File: src/rtl/axi4_burst_read_master.sv
// AXI4 read master: turns one (address, beat count) command into INCR bursts split at
// 4 KB and MAX_BURST boundaries, and streams R beats straight through to a consumer.
module axi4_burst_read_master #(
    parameter int unsigned ADDR_W    = 32,
    parameter int unsigned DATA_W    = 32,
    parameter int unsigned CMD_LEN_W = 16,
    parameter int unsigned MAX_BURST = 256
) (
    input  logic                 aclk,
    input  logic                 aresetn,
    input  logic                 cmd_valid,
    output logic                 cmd_ready,
    input  logic [ADDR_W-1:0]    cmd_addr,
    input  logic [CMD_LEN_W-1:0] cmd_beats,
    output logic                 arvalid,
    input  logic                 arready,
    output logic [ADDR_W-1:0]    araddr,
    output logic [7:0]           arlen,
    output logic [2:0]           arsize,
    output logic [1:0]           arburst,
    input  logic                 rvalid,
    output logic                 rready,
    input  logic [DATA_W-1:0]    rdata,
    input  logic [1:0]           rresp,
    input  logic                 rlast,
    output logic                 out_valid,
    input  logic                 out_ready,
    output logic [DATA_W-1:0]    out_data,
    output logic                 out_last,
    output logic                 done,
    output logic                 err_resp,
    output logic                 err_last,
    output logic                 busy
);

    localparam int unsigned SZ    = $clog2(DATA_W / 8);
    localparam int unsigned CNT_W = CMD_LEN_W + 1;
    localparam int unsigned MW    = (CNT_W > 13) ? CNT_W : 13;
    localparam logic [ADDR_W-1:0] ALIGN_MASK = ~(ADDR_W'((64'd1 << SZ) - 64'd1));

    typedef enum logic [2:0] {
        S_IDLE,
        S_CALC,
        S_ADDR,
        S_DATA,
        S_DONE
    } state_t;

    state_t               r_state;
    logic [ADDR_W-1:0]    r_addr;
    logic [CNT_W-1:0]     r_rem;
    logic [8:0]           r_n;
    logic [7:0]           r_cnt;
    logic                 r_cmd_ready;
    logic                 r_busy;
    logic                 r_done;
    logic                 r_err_resp;
    logic                 r_err_last;
    logic                 r_arvalid;
    logic [ADDR_W-1:0]    r_araddr;
    logic [7:0]           r_arlen;

    logic [MW-1:0]        w_btb;
    logic [MW-1:0]        w_rem;
    logic [MW-1:0]        w_lim;
    logic [MW-1:0]        w_n1;
    logic [MW-1:0]        w_n;
    logic                 w_in_data;
    logic                 w_beat;
    logic                 w_burst_end;
    logic                 w_final_burst;

    // Burst size: smallest of remaining beats, beats to the next 4 KB page, and MAX_BURST
    assign w_btb = MW'((13'd4096 - {1'b0, r_addr[11:0]}) >> SZ);
    assign w_rem = MW'(r_rem);
    assign w_lim = MW'(MAX_BURST);
    assign w_n1  = (w_rem < w_btb) ? w_rem : w_btb;
    assign w_n   = (w_n1 < w_lim) ? w_n1 : w_lim;

    // R channel is a zero-latency pass-through while a burst is in flight
    assign w_in_data     = (r_state == S_DATA);
    assign w_beat        = rvalid && rready;
    assign w_burst_end   = (r_cnt == 8'd0);
    assign w_final_burst = (r_rem == CNT_W'(r_n));

    assign rready    = w_in_data && out_ready;
    assign out_valid = w_in_data && rvalid;
    assign out_data  = rdata;
    assign out_last  = out_valid && w_burst_end && w_final_burst;

    assign cmd_ready = r_cmd_ready;
    assign arvalid   = r_arvalid;
    assign araddr    = r_araddr;
    assign arlen     = r_arlen;
    assign arsize    = 3'(SZ);
    assign arburst   = 2'b01;
    assign done      = r_done;
    assign err_resp  = r_err_resp;
    assign err_last  = r_err_last;
    assign busy      = r_busy;

    always_ff @(posedge aclk) begin
        if (!aresetn) begin
            r_state     <= S_IDLE;
            r_addr      <= '0;
            r_rem       <= '0;
            r_n         <= '0;
            r_cnt       <= '0;
            r_cmd_ready <= 1'b0;
            r_busy      <= 1'b0;
            r_done      <= 1'b0;
            r_err_resp  <= 1'b0;
            r_err_last  <= 1'b0;
            r_arvalid   <= 1'b0;
            r_araddr    <= '0;
            r_arlen     <= '0;
        end else begin
            case (r_state)
                S_IDLE: begin
                    r_cmd_ready <= 1'b1;
                    if (cmd_valid && r_cmd_ready) begin
                        r_addr      <= cmd_addr & ALIGN_MASK;
                        r_rem       <= CNT_W'(cmd_beats) + CNT_W'(1);
                        r_err_resp  <= 1'b0;
                        r_err_last  <= 1'b0;
                        r_busy      <= 1'b1;
                        r_cmd_ready <= 1'b0;
                        r_state     <= S_CALC;
                    end
                end
                S_CALC: begin
                    r_araddr  <= r_addr;
                    r_arlen   <= 8'(w_n - MW'(1));
                    r_cnt     <= 8'(w_n - MW'(1));
                    r_n       <= 9'(w_n);
                    r_arvalid <= 1'b1;
                    r_state   <= S_ADDR;
                end
                S_ADDR: begin
                    if (arready) begin
                        r_arvalid <= 1'b0;
                        r_state   <= S_DATA;
                    end
                end
                S_DATA: begin
                    if (w_beat) begin
                        if (rresp != 2'b00) begin
                            r_err_resp <= 1'b1;
                        end
                        // The beat counter, not rlast, decides where a burst ends
                        if (rlast != w_burst_end) begin
                            r_err_last <= 1'b1;
                        end
                        r_cnt <= r_cnt - 8'd1;
                        if (w_burst_end) begin
                            r_rem  <= r_rem - CNT_W'(r_n);
                            r_addr <= r_addr + (ADDR_W'(r_n) << SZ);
                            if (w_final_burst) begin
                                r_done  <= 1'b1;
                                r_state <= S_DONE;
                            end else begin
                                r_state <= S_CALC;
                            end
                        end
                    end
                end
                S_DONE: begin
                    r_done      <= 1'b0;
                    r_busy      <= 1'b0;
                    r_cmd_ready <= 1'b1;
                    r_state     <= S_IDLE;
                end
                default: begin
                    r_state <= S_IDLE;
                end
            endcase
        end
    end

endmodule
File: config.mk
export PLATFORM = sky130hd
export DESIGN_NAME = axi4_burst_read_master
export DESIGN_NICKNAME = d
export VERILOG_FILES = /design/src/rtl/axi4_burst_read_master.sv
export SDC_FILE = /design/constraint.sdc
export NUM_CORES = 1
export LEC_CHECK = 0
export CAP_MARGIN = 20
export CORE_MARGIN = 2
export CORE_UTILIZATION = 51
export DETAILED_ROUTE_END_ITERATION = 10
export PLACE_DENSITY = 0.82
export REMOVE_ABC_BUFFERS = 1
export SETUP_SLACK_MARGIN = 0.3
export SLEW_MARGIN = 10
export SYNTH_ARGS = -nofsm -noshare
export SYNTH_HDL_FRONTEND = slang
export SYNTH_SLANG_ARGS = --single-unit
File: constraint.sdc
create_clock -name aclk -period 5.8 [get_ports aclk]
set_clock_uncertainty 0.15 [all_clocks]
set_input_delay 1.16 -clock aclk [delete_from_list [all_inputs] [get_ports aclk]]
set_output_delay 1.16 -clock aclk [all_outputs]
set_load 0.02 [all_outputs]
==> metrics.cfg <==
[global_routing]
grt_pass1_vias = 6278
grt_pass1_wl_mm = 31.57
grt_overflow = 0
antenna_found_initial = 0
grt_max_degree = 50
grt.total_usage_pct = 26.44

[worst_hold_path]
hold_end = err_resp
min_path_type = reg -> reg
hp-start = err_resp
whs_path_depth = 2

[cts]
clk_latency_ns = 0.37
cts_buffer_depth = 2
tritoncts = done
cts_max_level = 3
cts_resized = 0
clock-sinks = 111
cts_made_buffers = 9
post-cts-setup-buffers = 0
cts_hold_buf = 0
cts.clk_slew.worst_paths_ns = 0.07
clock-root-buffer = clkbuf_16

[critical_path]
cp-start-kind = flip-flop
r2r-end = r_cnt[6]
critPathKind = reg -> reg
cp.required_ns = 5.86
worstPathArrival_ns = 4.84
timing.reg2reg.setup_slack_ns = 1.02
r2r_cells = 16
crit_path_end_kind = flip-flop
crit_fanout = 19
r2r_start = r_addr[2]

[detailed_routing]
vias = 7012
drt_iter0_markers = 785
drt-vias-per-instance = 5.968
wl_per_cell_um = 17.03
drc = 0
routed_wirelength_mm = 20.01
ant_nets = 0
dr.pass1.iters = 5

[power]
p_leak_nw = 3.048
irDropWorstVdd_mv = 0.2280
powerDensity_nw_per_um2 = 440.7

[die]
die_height_um = 123
coreArea_um2 = 13880
num_rows = 43
fp.dieW_um = 123
num_io_pins = 175
die_area_um2 = 15130
initial_core_util_pct = 52.03

[logic_synthesis]
synthCells = 955
yosysMostFrequentCell = nand2_1
synth_top_area_share_pct = 30.77
async_flop_share_pct = 0
syn_area_um2 = 7222
synth_top_area_cell = dfxtp_1
ys_seq_area_share_pct = 30.77
synth_cell_types = 79
postSynthAreaPerCell_um2 = 7.562
yosys_most_used_dff = dfxtp_1
synth_area_leaders = dfxtp_1 (31%), nand2_1 (7.4%), a21oi_1 (5.9%)
yosysWarnings = 0
synth-seq-cells = 111
synth_commonest_cells = nand2_1 (142), dfxtp_1 (111), nor2_1 (87), a21oi_1 (85), o21ai_0 (57)
synth-edff-count = 0

[timing]
setup_viol_count_final = 0
setup_tns_ns = 0
period_needed_ns = 4.775
fmax_mhz = 209.4
min_period_over_period_pct = 82.33
hold_viol = 0
drv_slew = 0
slew_headroom_pct = 29.25
tightest_slew_ns = 1.060
rsz0062_at_grt = false

[place]
place_congestion = 0.9151
dpl.hpwl_mm = 14.22
numPortBuffers = 101

[layout]
drive_above_1_share_pct = 6.030
fin_nets = 1115
layout-area-overhead-vs-synth_pct = 15.23
diodes = 0
final_util_pct = 59.95

[flow_run]
drv_cap = 0

[status]
status = complete, no violations

## worst max-delay path, cell delays in order, from the launching register on
cell and delay (ns):
dfxtp_1 0.38, nor3_1 0.31, nor3b_1 0.57, nor3b_1 0.30, xnor2_1 0.18, inv_1 0.08, ha_1 0.18, a21o_1 0.15
a21o_2 0.22, a2111oi_4 0.33, o31a_2 0.51, nor2_1 0.10, a31oi_1 0.25, ha_1 0.30, nand4_1 0.13, xor2_1 0.34
o22ai_1 0.14
## final cells by class
| cell class | instances | area, µm² |
|---|---|---|
| fillers | 1276 | 5559 |
| repair buffers | 115 | 1116 |
| clock buffers | 10 | 239.0 |
| well taps | 180 | 225.2 |
| multi-input cells | 713 | 4299 |
| inverters | 41 | 153.9 |
| flip-flops and latches | 111 | 2222 |
| clock inverters | 5 | 66.31 |
## layer usage
metal	wire length, µm	GRT usage [%]	part of all wire [%]	up-vias
met1	8721	35.55	44	3237
met2	8963	41.33	45	333
met4	329	8.736	1.6	2
met5	30	3.472	0.15	-
met3	1959	6.411	9.8	25
li1	-	-	-	3415
## registers in the layout, summed over array words and instances (netlist names), 3 cells and up
signal   flops
r_state      3
r_rem       17
r_cnt        8
arlen        8
araddr      30
r_n          9
r_addr      30
## report_power, final
part,switching (mW),internal [mW],leakage [nW],total (mW)
Clock,0.303,0.350,0.147,0.653
Combinational,1.14,0.755,2.00,1.89
Sequential,0.193,0.927,0.904,1.12
Total,1.63,2.03,3.05,3.67
## cells by family after synthesis
kind of cell | count (synthesis) | share of synthesized area, %
fa+ha+maj | 35 | 6.272
mux | 10 | 1.542
simple gates | 365 | 23.68
compound gates | 264 | 23.53
xor+xnor | 32 | 3.881
other cells | 2 | 0.1040
buf+inv | 136 | 10.22
flops | 111 | 30.77
## cell usage in the layout, fill, tap and decap left out, drive strengths merged, types with 9 or more instances in the layout
cell	netlist	final
nor2	87	87
clkdlybuf4s50	0	101
buf	48	14
clkbuf	47	10
nor4	15	15
a21oi	85	85
ha	33	33
inv	41	43
nand4	9	9
a211oi	26	26
xnor2	17	17
and3	9	9
o21ai	61	61
nand2	142	142
nand3	34	34
nor3	21	21
a311oi	9	9
a31oi	10	10
a21o	10	10
xor2	15	15
dfxtp	111	111
## worst max-delay path by stage
stage / start / depth (start not counted) / end / slack (ns)
3_5_place_dp: r_addr[2] / 16 / r_cnt[6] / 1.13
5_1_grt: r_addr[2] / 16 / r_cnt[6] / 0.73
3_3_place_gp: r_addr[2] / 16 / r_cnt[6] / 1.28
2_1_floorplan: r_state[1] / 4 / out_last / 1.67
6_report: r_addr[2] / 16 / r_cnt[6] / 1.02
4_1_cts: r_addr[2] / 16 / r_cnt[6] / 1.10
## per-stage QoR
stage / std cells / instance area [µm²] / hold slack [ns] / power [mW] / setup WS [ns]
after floorplan: 865 / 6656 / 0.2819 / 2.423 / 1.671
after global placement: 1160 / 8016 / 0.2873 / 2.942 / 1.283
after detailed placement: 1160 / 8016 / 0.2918 / 2.993 / 1.135
after CTS: 1175 / 8322 / 0.3065 / 3.645 / 1.100
after global routing: 1175 / 8322 / 0.3167 / 3.932 / 0.7303
final: 1175 / 8322 / 0.3023 / 3.667 / 1.025
No activity file was read; power rests on OpenSTA's default activity.
